--- src/rtl/usequencer.sv ---
// usequencer: microprogram sequencer holding the CSAR and pacing the MIR.
// It picks the next address from COND/JUMPADDR, IR fields and flags, and stalls on memory or halt.
module usequencer #(
    parameter int DATAWIDTH_CSAR = 11,
    parameter int DATAWIDTH_COND = 3,
    parameter int DATAWIDTH_OP = 2,
    parameter int DATAWIDTH_OP3 = 6,
    parameter logic [DATAWIDTH_CSAR-1:0] DATA_CSAR_RESET = 11'd0
) (
    input  logic                      uSequencer_CLOCK_50,
    input  logic                      uSequencer_RESET_InLow,
    input  logic [DATAWIDTH_COND-1:0] uSequencer_COND_In,
    input  logic [DATAWIDTH_CSAR-1:0] uSequencer_JUMPADDR_In,
    input  logic [DATAWIDTH_OP-1:0]   uSequencer_OP_In,
    input  logic [DATAWIDTH_OP3-1:0]  uSequencer_OP3_In,
    input  logic                      uSequencer_IR13_In,
    input  logic [3:0]                uSequencer_PSR_NZVC_In,
    input  logic                      uSequencer_MemReq_In,
    input  logic                      uSequencer_MemAck_In,
    input  logic                      uSequencer_Halt_In,
    output logic [DATAWIDTH_CSAR-1:0] uSequencer_CSAddr_Out,
    output logic                      uSequencer_MIRLoad_Out,
    output logic                      uSequencer_Stall_Out,
    output logic [1:0]                uSequencer_State_Out
);
    typedef enum logic [1:0] {INIT = 2'b00, RUN = 2'b01, WAIT_MEM = 2'b10, HALT = 2'b11} state_t;

    state_t state_q, state_d;
    logic [DATAWIDTH_CSAR-1:0] csar_q, csar_d, na;
    logic mirload_q, mirload_d, take, step;
    logic [DATAWIDTH_COND-1:0] cond;
    logic req, ack, halt;

    assign cond = uSequencer_COND_In;
    assign req  = uSequencer_MemReq_In;
    assign ack  = uSequencer_MemAck_In;
    assign halt = uSequencer_Halt_In;

    always_comb begin
        take = (cond == 3'd1) ? uSequencer_PSR_NZVC_In[3] :
               (cond == 3'd2) ? uSequencer_PSR_NZVC_In[2] :
               (cond == 3'd3) ? uSequencer_PSR_NZVC_In[1] :
               (cond == 3'd4) ? uSequencer_PSR_NZVC_In[0] :
               (cond == 3'd5) ? uSequencer_IR13_In :
               (cond == 3'd6);
        na = (cond == 3'd7) ? {1'b1, uSequencer_OP_In, uSequencer_OP3_In, 2'b00} :
             take ? uSequencer_JUMPADDR_In : csar_q + 1'b1;
        state_d = state_q;
        step = 1'b0;
        case (state_q)
            INIT: state_d = RUN;
            RUN: begin
                if (req && !ack) begin
                    state_d = WAIT_MEM;
                end else begin
                    // a completing access still steps even when halt is requested
                    step = req || !halt;
                    state_d = halt ? HALT : RUN;
                end
            end
            WAIT_MEM: begin
                step = ack;
                state_d = ack ? (halt ? HALT : RUN) : WAIT_MEM;
            end
            HALT: state_d = halt ? HALT : RUN;
        endcase
        csar_d = step ? na : csar_q;
        mirload_d = step || (state_q == INIT);
    end

    always_ff @(posedge uSequencer_CLOCK_50 or negedge uSequencer_RESET_InLow) begin
        if (!uSequencer_RESET_InLow) begin
            state_q <= INIT;
            csar_q <= DATA_CSAR_RESET;
            mirload_q <= 1'b0;
        end else begin
            state_q <= state_d;
            csar_q <= csar_d;
            mirload_q <= mirload_d;
        end
    end

    assign uSequencer_CSAddr_Out  = csar_q;
    assign uSequencer_MIRLoad_Out = mirload_q;
    assign uSequencer_Stall_Out   = (state_q == WAIT_MEM) || (state_q == HALT);
    assign uSequencer_State_Out   = state_q;
endmodule

--- config.mk ---
export PLATFORM = sky130hd
export DESIGN_NAME = usequencer
export DESIGN_NICKNAME = d
export VERILOG_FILES = /design/src/rtl/usequencer.sv
export SDC_FILE = /design/constraint.sdc
export NUM_CORES = 1
export LEC_CHECK = 0
export CORE_MARGIN = 8
export CORE_UTILIZATION = 42
export DETAILED_ROUTE_END_ITERATION = 12
export GPL_TIMING_DRIVEN = 1
export HOLD_SLACK_MARGIN = 0.02
export PLACE_DENSITY = 0.84
export SLEW_MARGIN = 20
export SYNTH_ARGS = -nofsm -noshare
export SYNTH_HDL_FRONTEND = slang
export SYNTH_SLANG_ARGS = --single-unit
--- constraint.sdc ---
create_clock -name uSequencer_CLOCK_50 -period 2.2 [get_ports uSequencer_CLOCK_50]
set_clock_uncertainty 0.05 [all_clocks]
set_input_delay 0.33 -clock uSequencer_CLOCK_50 [delete_from_list [all_inputs] [get_ports uSequencer_CLOCK_50]]
set_output_delay 0.33 -clock uSequencer_CLOCK_50 [all_outputs]
set_load 0.005 [all_outputs]
Word level (Yosys, flattened, before mapping)
Cells that the tools add are included.
- register bits after elaboration: 14
- bits in latches: 0
- bits in writable memories: 0
- ROM bits: 0
- input bits: 32
- output and inout port bits: 15
- word-level logic and storage cells: 34
- memories: 0
- add/sub/neg operators: 1
- multipliers: 0
- div/mod/pow operators: 0
- $lt $le $gt $ge: 0
- eq/ne operators: 10
- shift operators: 0
- muxes and demuxes: 13
- bitwise operators: 0
- reductions and logical operators: 7
- operators with widths (operator ; number):
    11-bit 2-to-1 mux ; 2
    3-bit == test, second input constant ; 4
    11-bit by 1-bit adder with 11-bit output, second input constant ; 1
    2-bit one-hot mux with 4 select lines ; 1
    3-bit by 2-bit == test with 1-bit output, second input constant ; 2
    1-bit 2-to-1 mux ; 6
    2-bit 2-to-1 mux ; 3
    2-bit == test, second input constant ; 2
    3-bit by 1-bit == test with 1-bit output, second input constant ; 1
    1-bit logical OR ; 3
    2-bit by 1-bit == test with 1-bit output, second input constant ; 1
    1-bit zero test ; 2
    2-bit zero test ; 1
    1-bit one-hot mux with 2 select lines ; 1
    1-bit logical AND ; 1

Depth between registers and ports, before layout
- depth after elaboration: 8
- mapped depth: 8
- depth with buffers taken out: 7

Worst setup path after synthesis
Ideal clock, no wire load.
- path type: reg2reg
- from: reg state_q[1] (netlist: uSequencer_State_Out[1])
- to: reg csar_q[6] (netlist: uSequencer_CSAddr_Out[6])
- library setup time: 130 ps
- data arrival time: 1603 ps
- required time: 2020 ps
- setup slack: 417 ps
- cell stages (with the launch flop): 9
- cell sequence: dfrtp_1 -> inv_1 -> ha_1 -> nor2b_1 -> a22o_1 -> nand2_1 -> buf_2 -> a21oi_1 -> o22ai_1
- word-level cells in the longest chain between the ends: 2
- elaborated cells between the ends (all ways): 3
- RTL lines (item ; RTL line ; text):
    start: declaration ; 28 ; state_t state_q, state_d;
    start signal: assignment ; 77 ; state_q <= state_d;
    2-bit == test / 2-bit by 1-bit == test with 1-bit output (equally long branches) ; 50 ; case (state_q)
    1-bit one-hot mux with 2 select lines * ; 50 ;
    end signal: assignment ; 78 ; csar_q <= csar_d;
    end: declaration ; 29 ; logic [DATAWIDTH_CSAR-1:0] csar_q, csar_d, na;
Mark *: on every way between the ends. The rest lies on a longest branch, timed or not.
A chain may end at the register's enable or synchronous reset.

Final worst setup path
- from: reg state_q[0] (netlist: uSequencer_State_Out[0])
- to: out uSequencer_Stall_Out
- word-level cells in the longest chain between the ends: 2
- elaborated cells between the ends (all ways): 3
- RTL lines (item ; RTL line ; text):
    2-bit == test ; 85 ; assign uSequencer_Stall_Out = (state_q == WAIT_MEM) || (state_q == HALT);
    1-bit logical OR * ; 85 ;
    end: declaration ; 23 ; output logic uSequencer_Stall_Out,
Marked as above.

==> results.sh <==
export IMPL_status="complete, no violations"
export IMPL_fin_setup_tns_ps=0
export IMPL_fmaxAchievable_mhz=476
export IMPL_yosysWarnings=0
export IMPL_synth_top_area_share_pct=32.1
export IMPL_cts_made_buffers=3
export IMPL_final_nets=211
export IMPL_pwr_share_comb_pct=60.9
export IMPL_swShare_pct=40.6
export IMPL_worst_slack_ps=101
export IMPL_antenna_found_initial=0
export IMPL_yosysTopAreaCell="dfrtp_1"
export IMPL_vdd_drop_max_mv=0.771
export IMPL_cts_root_buf="clkbuf_4"
export IMPL_netlist_area_sq_mm=0.00109
export IMPL_total_power_w=0.00190
export IMPL_dieHeight_um=67.0
export IMPL_period_share_pct=95.4
export IMPL_yosysMostFrequentCell="nand2_1"
export IMPL_syn_inst=119
export IMPL_clock_sinks=14
export IMPL_synthArstFlopShare_pct=100
export IMPL_p_clk_share_pct=10.1
export IMPL_insertion_delay_ps=280
export IMPL_stdcell_area_sq_mm=0.00167
export IMPL_worstHoldPathType="input pin to async pin"
export IMPL_path_clk_slew_ps=90
export IMPL_core_area_sq_mm=0.00248
export IMPL_drcViolationCount=0
export IMPL_wl_per_cell_um=16.1
export IMPL_tightest_slew_ps=675
export IMPL_post_place_ws_ps=-37.2
export IMPL_numPortBuffers=46
export IMPL_ys_seq_area_share_pct=32.1
export IMPL_crit_required_ps=1820
export IMPL_first_pass_iters=4
export IMPL_via_per_inst=5.33
export IMPL_num_antenna_cells=0
export IMPL_die_area_sq_mm=0.00449
export IMPL_maxCapViolations=0
export IMPL_ctsResizeCount=0
export IMPL_clock_path_buffers=2
export IMPL_routed_wl_um=3260
export IMPL_rows=18
export IMPL_finalWorstPathRequiredPeriod_ps=2100
export IMPL_vias=1082
export IMPL_slew_violations=0
export IMPL_finalHoldViolations=0
export IMPL_p_int_w=0.00113
export IMPL_yosysUniqueCellTypes=35
export IMPL_setup_viol=0
export IMPL_dpl_cell_area_sq_mm=0.00162
export IMPL_critPathMaxFanout=4
export IMPL_syn_area_per_cell_sq_um=9.18
export IMPL_overflow=0
export IMPL_pwr_density_cell_mw_per_mm2=1140
export IMPL_start_util_pct=44.1
export IMPL_cts_max_level=1
export IMPL_arrival_ps=1720
export IMPL_fp_dieW_um=67.0
export IMPL_power_switching_w=0.000773
export IMPL_grt_max_degree=16
export IMPL_startpoint_type="flip-flop"
export IMPL_rsz0062_at_grt="false"
export IMPL_synth_edff_count=0
export IMPL_ys_ff_latch=14
export IMPL_worstSetupPathType="flip-flop to primary output"
export IMPL_ant_nets=0
export IMPL_grt_pass1_vias=1124
export IMPL_leakagePower_nw=0.719
export IMPL_hpwl_um=2600
export IMPL_cts_tree="yes"
export IMPL_slew_headroom_pct=54.8
export IMPL_gr_usage_all_layers_pct=14.9
export IMPL_grt_pass1_wl_um=5280
export IMPL_synth_nets=156
export IMPL_syn_to_final_growth_pct=52.5
export IMPL_drive_gt1_share_pct=15.0
export IMPL_synth_main_ff_cell="dfrtp_1"
export IMPL_seq_power_share_pct=29.0
export IMPL_hold_buffers=0
export IMPL_end_kind="primary output"
export IMPL_yosys_top_cells_count="16 x nand2_1, 14 x dfrtp_1, 9 x a21oi_1, 9 x mux2i_1"
export IMPL_finalHoldWorstSlack_ps=400
export IMPL_drt_iter0_drc=35
export IMPL_gp_congestion=0.819
export IMPL_nFillCells=222
export IMPL_synth_area_leaders="dfrtp_1 32%, mux2i_1 8.2%, ha_1 5.7%, nand2_1 5.5%, o221ai_2 5.5%"
export IMPL_ios=47
[cell usage in the layout (no fill, tap or decap), drive strengths merged, types with 2 or more instances in the layout]
master / synthesis / final
a21oi: 10 / 10
o21ai: 2 / 2
ha: 5 / 5
buf: 4 / 8
o22ai: 5 / 5
a22o: 2 / 2
clkbuf: 0 / 4
dfrtp: 14 / 14
mux2i: 9 / 9
nand2b: 2 / 2
nor3: 5 / 5
nor2: 7 / 7
xnor2: 2 / 2
a211oi: 2 / 2
inv: 7 / 7
nand3: 6 / 6
xor2: 6 / 6
nand2: 16 / 16
clkdlybuf4s50: 0 / 46
o221ai: 4 / 4
[flip-flops by register name, indices dropped and copies added, names as in the netlist]
name and cells:
uSequencer_MIRLoad_Out 1, uSequencer_CSAddr_Out 11, uSequencer_State_Out 2
[layout make-up]
cell class | count | area, sq um | area share (%)
Clock buffer | 4 | 36.3 | 2.18
Inverter | 7 | 26.3 | 1.58
Multi-Input combinational cell | 94 | 682 | 40.9
Sequential cell | 14 | 350 | 21.0
Tap cell | 30 | 37.5 | 2.25
Timing Repair Buffer | 54 | 533 | 32.0
[logic make-up (layout without fill, tap and decap cells)]
logic type / after synthesis / in the layout / share of synthesized area [%]
buffers and inverters: 11 / 65 / 5.50
xor gates and xnor gates: 8 / 8 / 6.41
DFF: 14 / 14 / 32.1
muxes: 10 / 10 / 9.28
and+or+nand+nor: 41 / 41 / 17.5
AOI/OAI and AO/OA: 30 / 30 / 23.5
adders and majority gates: 5 / 5 / 5.73
[metrics by stage]
step,cells,utilization (%)
finish,203,67.2
global route,203,67.2
CTS,202,66.9
detailed placement,198,65.5
global placement,198,65.5
floorplan,119,-
[critical path: stages, from the launching register on]
cell and delay, ps:
dfrtp_1 390, inv_1 70, ha_1 250, or2_2 280, clkdlybuf4s50_1 450
[path summary, 6_finish.rpt]
path	slack, ps	from	cells past startpoint	endpoint
max	100	uSequencer_State_Out[0]$_DFF_PN0_	4	uSequencer_Stall_Out
min	400	uSequencer_RESET_InLow	1	uSequencer_CSAddr_Out[5]$_DFFE_PN0P_
max reg2reg	210	uSequencer_State_Out[1]$_DFF_PN0_	8	uSequencer_CSAddr_Out[2]$_DFFE_PN0P_
min reg2reg	510	uSequencer_CSAddr_Out[10]$_DFFE_PN0P_	2	uSequencer_CSAddr_Out[10]$_DFFE_PN0P_
max in group asynchronous	1270	uSequencer_RESET_InLow	1	uSequencer_CSAddr_Out[2]$_DFFE_PN0P_
min in group uSequencer_CLOCK_50	510	uSequencer_CSAddr_Out[10]$_DFFE_PN0P_	2	uSequencer_CSAddr_Out[10]$_DFFE_PN0P_
[power groups by stage]
| stage | registers (W) | clock network (W) | logic [W] |
|---|---|---|---|
| after CTS | 0.000551 | 0.000198 | 0.00116 |
| final | 0.000552 | 0.000192 | 0.00116 |
| after global routing | 0.000572 | 0.000212 | 0.00128 |
| after global placement | 0.000547 | 0 | 0.00112 |
| after detailed placement | 0.000556 | 0 | 0.00115 |
| after floorplan | 0.000534 | 0 | 0.000647 |
[layer usage]
layer | track usage (%) | vias up | wire length (um)
met3 | 4.53 | 0 | 275
met5 | 0 | - | 0
li1 | - | 540 | -
met2 | 26.8 | 39 | 1640
met4 | 3.39 | 0 | 0
met1 | 16.7 | 503 | 1340
[what timing repair did]
item	4_1_cts	5_1_grt
setup endpoints to repair	0	1
hold endpoints to repair	0	0
buffers inserted	0	1
Note: power is estimated with default switching activity, not from simulation.
